`src/rtl/miner_slave_regs_pkg.sv`:
```
// rtl/miner_slave_regs_pkg.sv - shared address map, control codes and FSM state enum for the miner register slave

package miner_pkg;

  localparam logic [4:0] ADDR_STATUS    = 5'd0;
  localparam logic [4:0] ADDR_CONTROL   = 5'd1;
  localparam logic [4:0] ADDR_TARGET_LO = 5'd2;
  localparam logic [4:0] ADDR_TARGET_HI = 5'd9;
  localparam logic [4:0] ADDR_NONCE     = 5'd10;
  localparam logic [4:0] ADDR_HDR_LO    = 5'd11;
  localparam logic [4:0] ADDR_HDR_HI    = 5'd29;

  localparam int NUM_TARGET_WORDS = 8;
  localparam int NUM_HDR_WORDS    = 19;

  localparam logic [31:0] CTRL_LOAD_TARGET = 32'd1;
  localparam logic [31:0] CTRL_START       = 32'd2;
  localparam logic [31:0] CTRL_ABORT       = 32'd4;

  // Encoding is visible to software as the status register value.
  typedef enum logic [1:0] {
    IDLE      = 2'd0,
    TARGET_OK = 2'd1,
    RUNNING   = 2'd2,
    FOUND     = 2'd3
  } state_t;

endpackage

```
`src/rtl/miner_slave_regs_if.sv`:
```
// rtl/miner_slave_regs_if.sv - word-addressed register slave bus between host and miner_slave_regs

interface miner_slave_regs_if;
  logic [4:0]  slaveAddr;
  logic [31:0] slaveWriteData;
  logic        slaveWrite;
  logic        slaveRead;
  logic        slaveChipSelect;
  logic [31:0] slaveReadData;

  modport master (
    output slaveAddr, slaveWriteData, slaveWrite, slaveRead, slaveChipSelect,
    input  slaveReadData
  );

  modport slave (
    input  slaveAddr, slaveWriteData, slaveWrite, slaveRead, slaveChipSelect,
    output slaveReadData
  );
endinterface

```
`src/rtl/miner_slave_regs.sv`:
```
// rtl/miner_slave_regs.sv - miner control/status registers, target/header staging and hash-core handshake
// Optional target/header readback: define MINER_REG_READBACK_EN.

module miner_slave_regs
  import miner_pkg::*;
(
  input  logic              clk,
  input  logic              n_rst,
  miner_slave_regs_if.slave bus,
  output logic [255:0]      target,
  output logic [607:0]      header,
  output logic              start,
  output logic              abort,
  input  logic              coreFound,
  input  logic [31:0]       coreNonce
);

  state_t      state;
  state_t      state_nxt;
  logic        start_nxt;
  logic        abort_nxt;
  logic        nonce_ld;
  logic [31:0] nonce;
  logic [31:0] target_words [NUM_TARGET_WORDS];
  logic [31:0] header_words [NUM_HDR_WORDS];
  logic [31:0] rd_mux;

  logic       wr_en;
  logic       rd_en;
  logic       ctrl_wr;
  logic       is_target;
  logic       is_hdr;
  logic [2:0] tgt_idx;
  logic [4:0] hdr_idx;

  assign wr_en     = bus.slaveChipSelect & bus.slaveWrite;
  assign rd_en     = bus.slaveChipSelect & bus.slaveRead;
  assign ctrl_wr   = wr_en && (bus.slaveAddr == ADDR_CONTROL);
  assign is_target = (bus.slaveAddr >= ADDR_TARGET_LO) && (bus.slaveAddr <= ADDR_TARGET_HI);
  assign is_hdr    = (bus.slaveAddr >= ADDR_HDR_LO) && (bus.slaveAddr <= ADDR_HDR_HI);
  assign tgt_idx   = 3'(bus.slaveAddr - ADDR_TARGET_LO);
  assign hdr_idx   = bus.slaveAddr - ADDR_HDR_LO;

  for (genvar i = 0; i < NUM_TARGET_WORDS; i++) begin : g_target
    assign target[32*i +: 32] = target_words[i];
  end

  for (genvar i = 0; i < NUM_HDR_WORDS; i++) begin : g_header
    assign header[32*i +: 32] = header_words[i];
  end

  always_comb begin
    state_nxt = state;
    start_nxt = 1'b0;
    abort_nxt = 1'b0;
    nonce_ld  = 1'b0;
    case (state)
      IDLE, FOUND: begin
        if (ctrl_wr && bus.slaveWriteData == CTRL_LOAD_TARGET) state_nxt = TARGET_OK;
      end
      TARGET_OK: begin
        if (ctrl_wr && bus.slaveWriteData == CTRL_START) begin
          state_nxt = RUNNING;
          start_nxt = 1'b1;
        end
      end
      RUNNING: begin
        // A result from the core outranks a concurrent abort request.
        if (coreFound) begin
          state_nxt = FOUND;
          nonce_ld  = 1'b1;
        end else if (ctrl_wr && bus.slaveWriteData == CTRL_ABORT) begin
          state_nxt = IDLE;
          abort_nxt = 1'b1;
        end
      end
      default: state_nxt = IDLE;
    endcase
  end

  always_ff @(posedge clk or negedge n_rst) begin
    if (!n_rst) begin
      state <= IDLE;
      start <= 1'b0;
      abort <= 1'b0;
      nonce <= '0;
    end else begin
      state <= state_nxt;
      start <= start_nxt;
      abort <= abort_nxt;
      if (nonce_ld) nonce <= coreNonce;
    end
  end

  // Target and header are locked while the core is hashing them.
  always_ff @(posedge clk or negedge n_rst) begin
    if (!n_rst) begin
      for (int i = 0; i < NUM_TARGET_WORDS; i++) target_words[i] <= '0;
      for (int i = 0; i < NUM_HDR_WORDS; i++) header_words[i] <= '0;
    end else if (wr_en && state != RUNNING) begin
      if (is_target) target_words[tgt_idx] <= bus.slaveWriteData;
      if (is_hdr) header_words[hdr_idx] <= bus.slaveWriteData;
    end
  end

  always_comb begin
    rd_mux = '0;
    if (bus.slaveAddr == ADDR_STATUS) begin
      rd_mux = {30'b0, state};
    end else if (bus.slaveAddr == ADDR_NONCE) begin
      rd_mux = nonce;
`ifdef MINER_REG_READBACK_EN
    end else if (is_target) begin
      rd_mux = target_words[tgt_idx];
    end else if (is_hdr) begin
      rd_mux = header_words[hdr_idx];
`endif
    end
  end

  always_ff @(posedge clk or negedge n_rst) begin
    if (!n_rst) begin
      bus.slaveReadData <= '0;
    end else if (rd_en) begin
      bus.slaveReadData <= rd_mux;
    end
  end

endmodule

```
`src/flat_wrapper.sv`:
```
// flat-port wrapper written by rule: the top's interface ports become plain ports
module miner_slave_regs_flat import miner_pkg::*;
  (clk, n_rst, target, header, start, abort, coreFound, coreNonce, bus_slaveAddr, bus_slaveWriteData, bus_slaveWrite, bus_slaveRead, bus_slaveChipSelect, bus_slaveReadData);
  miner_slave_regs_if bus_i ();
  input  logic clk;
  input  logic n_rst;
  output logic [255:0] target;
  output logic [607:0] header;
  output logic start;
  output logic abort;
  input  logic coreFound;
  input  logic [31:0] coreNonce;
  input wire logic [$bits(bus_i.slaveAddr)-1:0] bus_slaveAddr;
  input wire logic [$bits(bus_i.slaveWriteData)-1:0] bus_slaveWriteData;
  input wire logic [$bits(bus_i.slaveWrite)-1:0] bus_slaveWrite;
  input wire logic [$bits(bus_i.slaveRead)-1:0] bus_slaveRead;
  input wire logic [$bits(bus_i.slaveChipSelect)-1:0] bus_slaveChipSelect;
  output wire logic [$bits(bus_i.slaveReadData)-1:0] bus_slaveReadData;
  assign bus_i.slaveAddr = bus_slaveAddr;
  assign bus_i.slaveWriteData = bus_slaveWriteData;
  assign bus_i.slaveWrite = bus_slaveWrite;
  assign bus_i.slaveRead = bus_slaveRead;
  assign bus_i.slaveChipSelect = bus_slaveChipSelect;
  assign bus_slaveReadData = bus_i.slaveReadData;
  miner_slave_regs u_core (.clk(clk), .n_rst(n_rst), .bus(bus_i), .target(target), .header(header), .start(start), .abort(abort), .coreFound(coreFound), .coreNonce(coreNonce));
endmodule
```
`config.mk`:
```
export PLATFORM = sky130hd
export DESIGN_NAME = miner_slave_regs_flat
export DESIGN_NICKNAME = d
export VERILOG_FILES = /design/src/rtl/miner_slave_regs_pkg.sv /design/src/rtl/miner_slave_regs_if.sv /design/src/rtl/miner_slave_regs.sv /design/src/flat_wrapper.sv
export SDC_FILE = /design/constraint.sdc
export NUM_CORES = 1
export LEC_CHECK = 0
export BUFFER_PORTS_ARGS = -buffer_cell sky130_fd_sc_hd__clkbuf_2
export CAP_MARGIN = 20
export CORE_AREA = 2 2 380 382
export DETAILED_ROUTE_END_ITERATION = 10
export DIE_AREA = 0 0 382 384
export PLACE_DENSITY_LB_ADDON = 0.3
export SKIP_LAST_GASP = 1
export SLEW_MARGIN = 30
export SYNTH_ARGS = -nofsm -noshare
export SYNTH_HDL_FRONTEND = slang
export SYNTH_SLANG_ARGS = --single-unit
export TNS_END_PERCENT = 1
```
`constraint.sdc`:
```
create_clock -name clk -period 3.5 [get_ports clk]
set_input_delay 0 -clock clk [delete_from_list [all_inputs] [get_ports clk]]
set_output_delay 0 -clock clk [all_outputs]
set_load 0.02 [all_outputs]
```
## Yosys cells after proc, flatten, opt, wreduce, memory -nomap -nowiden

Cells that the tools add are included.

- Register bits: 932
- Input port bits: 75
- Word-level logic and storage cells: 93

- $add $sub $neg: 2
- $lt $le $gt $ge: 8
- Equality and inequality tests: 12
- Mux-type cells: 20
- Bitwise logic cells: 4
- Reductions and logical operators: 15

Operators by type and width:

| cell | number |
|---|---|
| bitwise mux 608 bit | 1 |
| bitwise mux 256 bit | 1 |
| demux 32 bit (select 5 bit) | 1 |
| two-way mux 32 bit | 4 |
| demux 32 bit (select 3 bit) | 1 |
| equality test 32 x 1 -> 1 bit (second input constant) | 1 |
| equality test 32 x 2 -> 1 bit (second input constant) | 1 |
| equality test 32 x 3 -> 1 bit (second input constant) | 1 |
| logical AND 1 bit | 9 |
| two-way mux 2 bit | 4 |
| two-way mux 1 bit | 7 |
| >= comparator 6 bit (second input constant) | 1 |
| < comparator 6 x 1 -> 1 bit (second input constant) | 1 |
| NOT 5 -> 6 bit | 1 |
| one-hot mux 2 bit (3 select lines) | 1 |
| equality test 5 x 1 -> 1 bit (second input constant) | 1 |
| equality test 5 x 4 -> 1 bit (second input constant) | 1 |
| >= comparator 5 x 2 -> 1 bit (second input constant) | 1 |
| >= comparator 5 x 4 -> 1 bit (second input constant) | 1 |
| <= comparator 5 x 4 -> 1 bit (second input constant) | 1 |
| <= comparator 5 bit (second input constant) | 1 |
| zero test 5 bit | 1 |
| subtractor 5 x 4 -> 5 bit (second input constant) | 1 |
| equality test 2 bit (second input constant) | 2 |
| 13 further kinds | 16 |

## Longest topological paths before layout

- Depth after elaboration: 7
- Gate-level depth with buffers: 8
- Gate-level depth less buffers: 6

## Worst setup path after synthesis

Ideal clock, no wire load.

- Path type: register to register
- Start point: register u_core.state[0]
- End point: register u_core.target_words, in the netlist u_core.target[225]
- Library setup time: 0.125 ns
- Arrival: 1.914 ns
- Required time: 3.375 ns
- Path slack: 1.462 ns
- Stages on the path, launching flop included: 9
- Clock period less this slack: 2.038 ns
- Cell sequence: dfrtp_1 > inv_1 > ha_1 > nor2_2 > nand3b_1 > nor2b_1 > clkbuf_1 > buf_4 > mux2_2

- Cells in the longest elaborated chain, start to end: 3

Ends and longest elaborated chain:

| element | RTL line | source |
|---|---|---|
| start, declared | miner_slave_regs.sv:18 | `state_t state;` |
| start signal, assigned | miner_slave_regs.sv:88 | `state <= state_nxt;` |
| != test 2 bit | miner_slave_regs.sv:100 | `end else if (wr_en && state != RUNNING) begin` |
| logical AND 1 bit | miner_slave_regs.sv:100 |  |
| AND reduction 2 bit (no source line) | n/a |  |
| end signal, assigned by index | miner_slave_regs.sv:101 | `if (is_target) target_words[tgt_idx] <= bus.slaveWriteData;` |
| end, declared | miner_slave_regs.sv:24 | `logic [31:0] target_words [NUM_TARGET_WORDS];` |

Every way passes these cells.
A chain may end at the register's enable or synchronous reset.

## Worst setup path in the final report

- Start point: input bus_slaveWriteData[3]
- End point: register u_core.state[1]

- Cells in the longest elaborated chain, start to end: 4
- Elaborated cells on any way between the ends: 10

Ends and longest elaborated chain:

| element | RTL line | source |
|---|---|---|
| start, declared | flat_wrapper.sv:14 | `input wire logic [$bits(bus_i.slaveWriteData)-1:0] bus_slaveWriteData;` |
| equality test 32 x 3 -> 1 bit (tied with other cells) | miner_slave_regs.sv:72 | `end else if (ctrl_wr && bus.slaveWriteData == CTRL_ABORT) begin` |
| logical AND 1 bit (on tied branches) | miner_slave_regs.sv:72, miner_slave_regs.sv:59, miner_slave_regs.sv:62 |  |
| != test 3 x 2 -> 1 bit (no source line) or != test 2 x 1 -> 1 bit (tied branches) | n/a |  |
| AND reduction 3 bit (no source line) (*) | n/a |  |

Every way passes the cells marked *; elsewhere a longest branch is shown, timed or not.

==> results_dict.tcl <==
set metrics [dict create \
    routed_wl_mm 142 \
    cts_root_buffer "clkbuf_16" \
    num_vias 23255 \
    synth_ff_type "dfrtp_1" \
    min_delay_path_depth 3 \
    ff2ff_setup_slack_ps 470 \
    synth-edff-count 0 \
    critPathKind "in2reg" \
    grt_pass1_wl_mm 195 \
    synthSimpleGateAreaFrac 0.0219 \
    gr-total-overflow 0 \
    insertion_delay_ps 730 \
    place_congestion 0.781 \
    synth_cell_types 41 \
    fmax_ghz 0.298 \
    path_max_fanout 5 \
    avgSynthCellArea_um2 15.9 \
    slowest_stage "dlygate4sd3_1" \
    ys_seq_elements 932 \
    synthesis.nets 2299 \
    ys_seq_area_frac 0.660 \
    viasPerCell 4.40 \
    netlist_instances 2222 \
    antenna_found_initial 18 \
    synth_fa_ha_area_frac 0.000708 \
    arrival_ps 3910 \
    endpoint_kind "register" \
    crit_chain "dlygate4sd3_1 -> clkbuf_2 -> buf_4 -> nor4b_1 -> dlygate4sd3_1 -> nand4_1 -> dlygate4sd3_1 -> nor4_2 -> o32a_1 -> nand3_1 -> dlygate4sd3_1" \
    synth_compound_area_frac 0.00613 \
    utilization 0.330 \
    grt_pass1_vias 23912 \
    clkSinkCount 932 \
    min_from "bus_slaveWriteData[25]" \
    clockBufferDepth 3 \
    numCtsBuffers 102 \
    r2r_start "u_core.state[0]" \
    ys_warn_count 0 \
    finClkSkew_ps 55.1 \
    fill_cells 14340 \
    r2r_end "u_core.header[3]" \
    first_pass_iters 5 \
    dp_hpwl_mm 98.4 \
    rsz0062_at_grt "false" \
    final_max_slew_viol_count 0 \
    finalSetupViolations 0 \
    rows 139 \
    async_reset_ff_frac 1.00 \
    hold_end "u_core.target[89]" \
    worst_hold_slack_ps 79.1 \
    finalHoldViolCount 0 \
    worst_slack_ps 148 \
    wire_per_inst_um 26.9 \
    tns_ps 0 \
    cts_tree "built" \
    rr_worst_depth 8 \
    antenna_left 0 \
    fin_crit_sh 0.958 \
    synth_mux_area_frac 0.286 \
    vdd_drop_max_mv 0.416 \
    cp.required_ps 4060 \
    synthXorXnorAreaFrac 0 \
    fin_crit_ps 3350 \
    synthesis.area_um2 35300 \
    final_cells 5280 \
    die-area_um2 147000 \
    die_width_um 382 \
    status "complete, no violations" \
    finalNetCount 3358 \
    max_stage_delay_ps 700 \
    power_density_nw_per_um2 696 \
    io_pins 973 \
    clk_pin_slew_ps 60 \
    die_h_um 384 \
    drive_gt1_frac 0.639 \
    start_util 0.247 \
    p_leak_nw 24.6 \
    cts_htree_levels 3 \
    core_um2 143000 \
    area_growth_pct 33.4 \
    port_buffers 972 \
    dp.cells 5008 \
    grt_usage 0.189 \
    slew_headroom 0.395 \
    tightest_slew_ps 908 \
    drcViolationCount 0 \
    dpl_worst_slack_ps 530 \
    drtIter0Drc 1141 \
    grt_max_degree 81 \
    drv_cap 0 \
    startpoint_type "input pin" \
    hold_class "in2reg" \
    synth_top_family_by_area "multiplexers" \
    crit_top_cell "dlygate4sd3_1" \
]
-- power by group --
part           switching (mW)  leakage [nW]  internal, mW
clock network            4.74          1.69          6.27
registers                1.06          12.5          12.8
logic                    4.98          10.4          2.94
-- registers in the layout, summed over array words and instances, names as in the netlist --
register	count
u_core.abort	1
u_core.bus.slaveReadData	32
u_core.header	608
u_core.nonce	32
u_core.start	1
u_core.state	2
u_core.target	256
-- worst max-delay path by stage --
| stage | endpoint | slack [ps] | startpoint | depth (start not counted) |
|---|---|---|---|---|
| 6_report | u_core.state[1] | 150 | bus_slaveWriteData[3] | 11 |
| 5_1_grt | u_core.state[1] | 60 | bus_slaveWriteData[3] | 11 |
| 4_1_cts | u_core.state[1] | 110 | bus_slaveWriteData[3] | 11 |
| 3_5_place_dp | u_core.target[32] | 530 | u_core.state[0] | 7 |
| 3_3_place_gp | u_core.target[50] | 540 | u_core.state[0] | 7 |
| 2_1_floorplan | u_core.target[225] | 1460 | u_core.state[0] | 8 |
-- layer usage --
metal,track usage,routed length (um),part of all wire,vias to the layer above
li1,-,-,-,9901
met1,0.227,56900,0.40,12387
met2,0.327,71200,0.50,788
met3,0.0495,9860,0.069,175
met4,0.0630,4250,0.030,4
met5,0,18,0.00013,-
-- cells in the final DEF, fill, tap and decap left out, drive strengths merged, types with 2 or more instances in the layout --
master	count
clkbuf	1121
dfrtp	932
mux2	896
buf	110
nand2	83
dlygate4sd3	70
o21ai	30
clkinv	29
nor2	19
nor4	15
diode	10
inv	8
nand4	4
nand3b	4
nor3b	4
bufinv	4
nor2b	4
nand3	3
clkinvlp	3
nor3	3
and3b	2
or3b	2
nand2b	2
a21oi	2
a221oi	2
ha	2
and3	2
and2	2
-- stage by stage --
step	total power [mW]	area, um2
floorplan	18.4	35300
global placement	21.9	42800
detailed placement	22.0	42900
CTS	33.3	47100
global route	34.2	47100
finish	32.8	47100
-- worst max-delay path, delay by kind of cell --
family | cells | cell delay (ps)
AO/OA/AOI/OAI | 1 | 200
buffers and inverters | 6 | 2690
AND/OR/NAND/NOR | 4 | 1020
-- cells in the mapped netlist (4+ instances only) --
master,number,share of area
dfrtp_1,932,0.66
mux2_2,867,0.28
clkbuf_1,102,0.011
nand2_1,83,0.0088
buf_2,58,0.0082
o21ai_0,30,0.0043
mux2_1,29,0.0092
buf_4,18,0.0038
buf_1,16,0.0017
nor2_1,16,0.0017
nor4_1,12,0.0021
inv_1,4,0.00042
nand3b_1,4,0.00085
nand4_1,4,0.00071
nor2b_1,4,0.00071
nor3b_1,4,0.00085
-- cells by family (layout without fill, tap and decap cells) --
kind of cell,after synthesis,in the layout
AO/OA/AOI/OAI,38,38
adder cells (fa/ha/maj),2,2
buffers and inverters,200,1345
flip-flops,932,932
multiplexers,896,896
other,0,10
AND/OR/NAND/NOR,154,154
-- cell type report --
class                      count  area, um2  share of cell area
timing repair buffer        1151       6680               0.142
sequential                   932      23300               0.495
clock inverter                40        463             0.00983
antenna                       10       25.0            0.000531
multi-input combinational   1090      11200               0.239
clock buffer                 150       2980              0.0633
inverter                       4       15.0            0.000319
tap                         1903       2380              0.0505
-- repair_timing --
action,CTS,global route
hold buffers,72,0
resized for setup,0,1
setup endpoints to repair,0,1
endpoints found under the hold margin,1017,0
buffers inserted,0,0
Note: power is estimated with default switching activity, not from simulation.
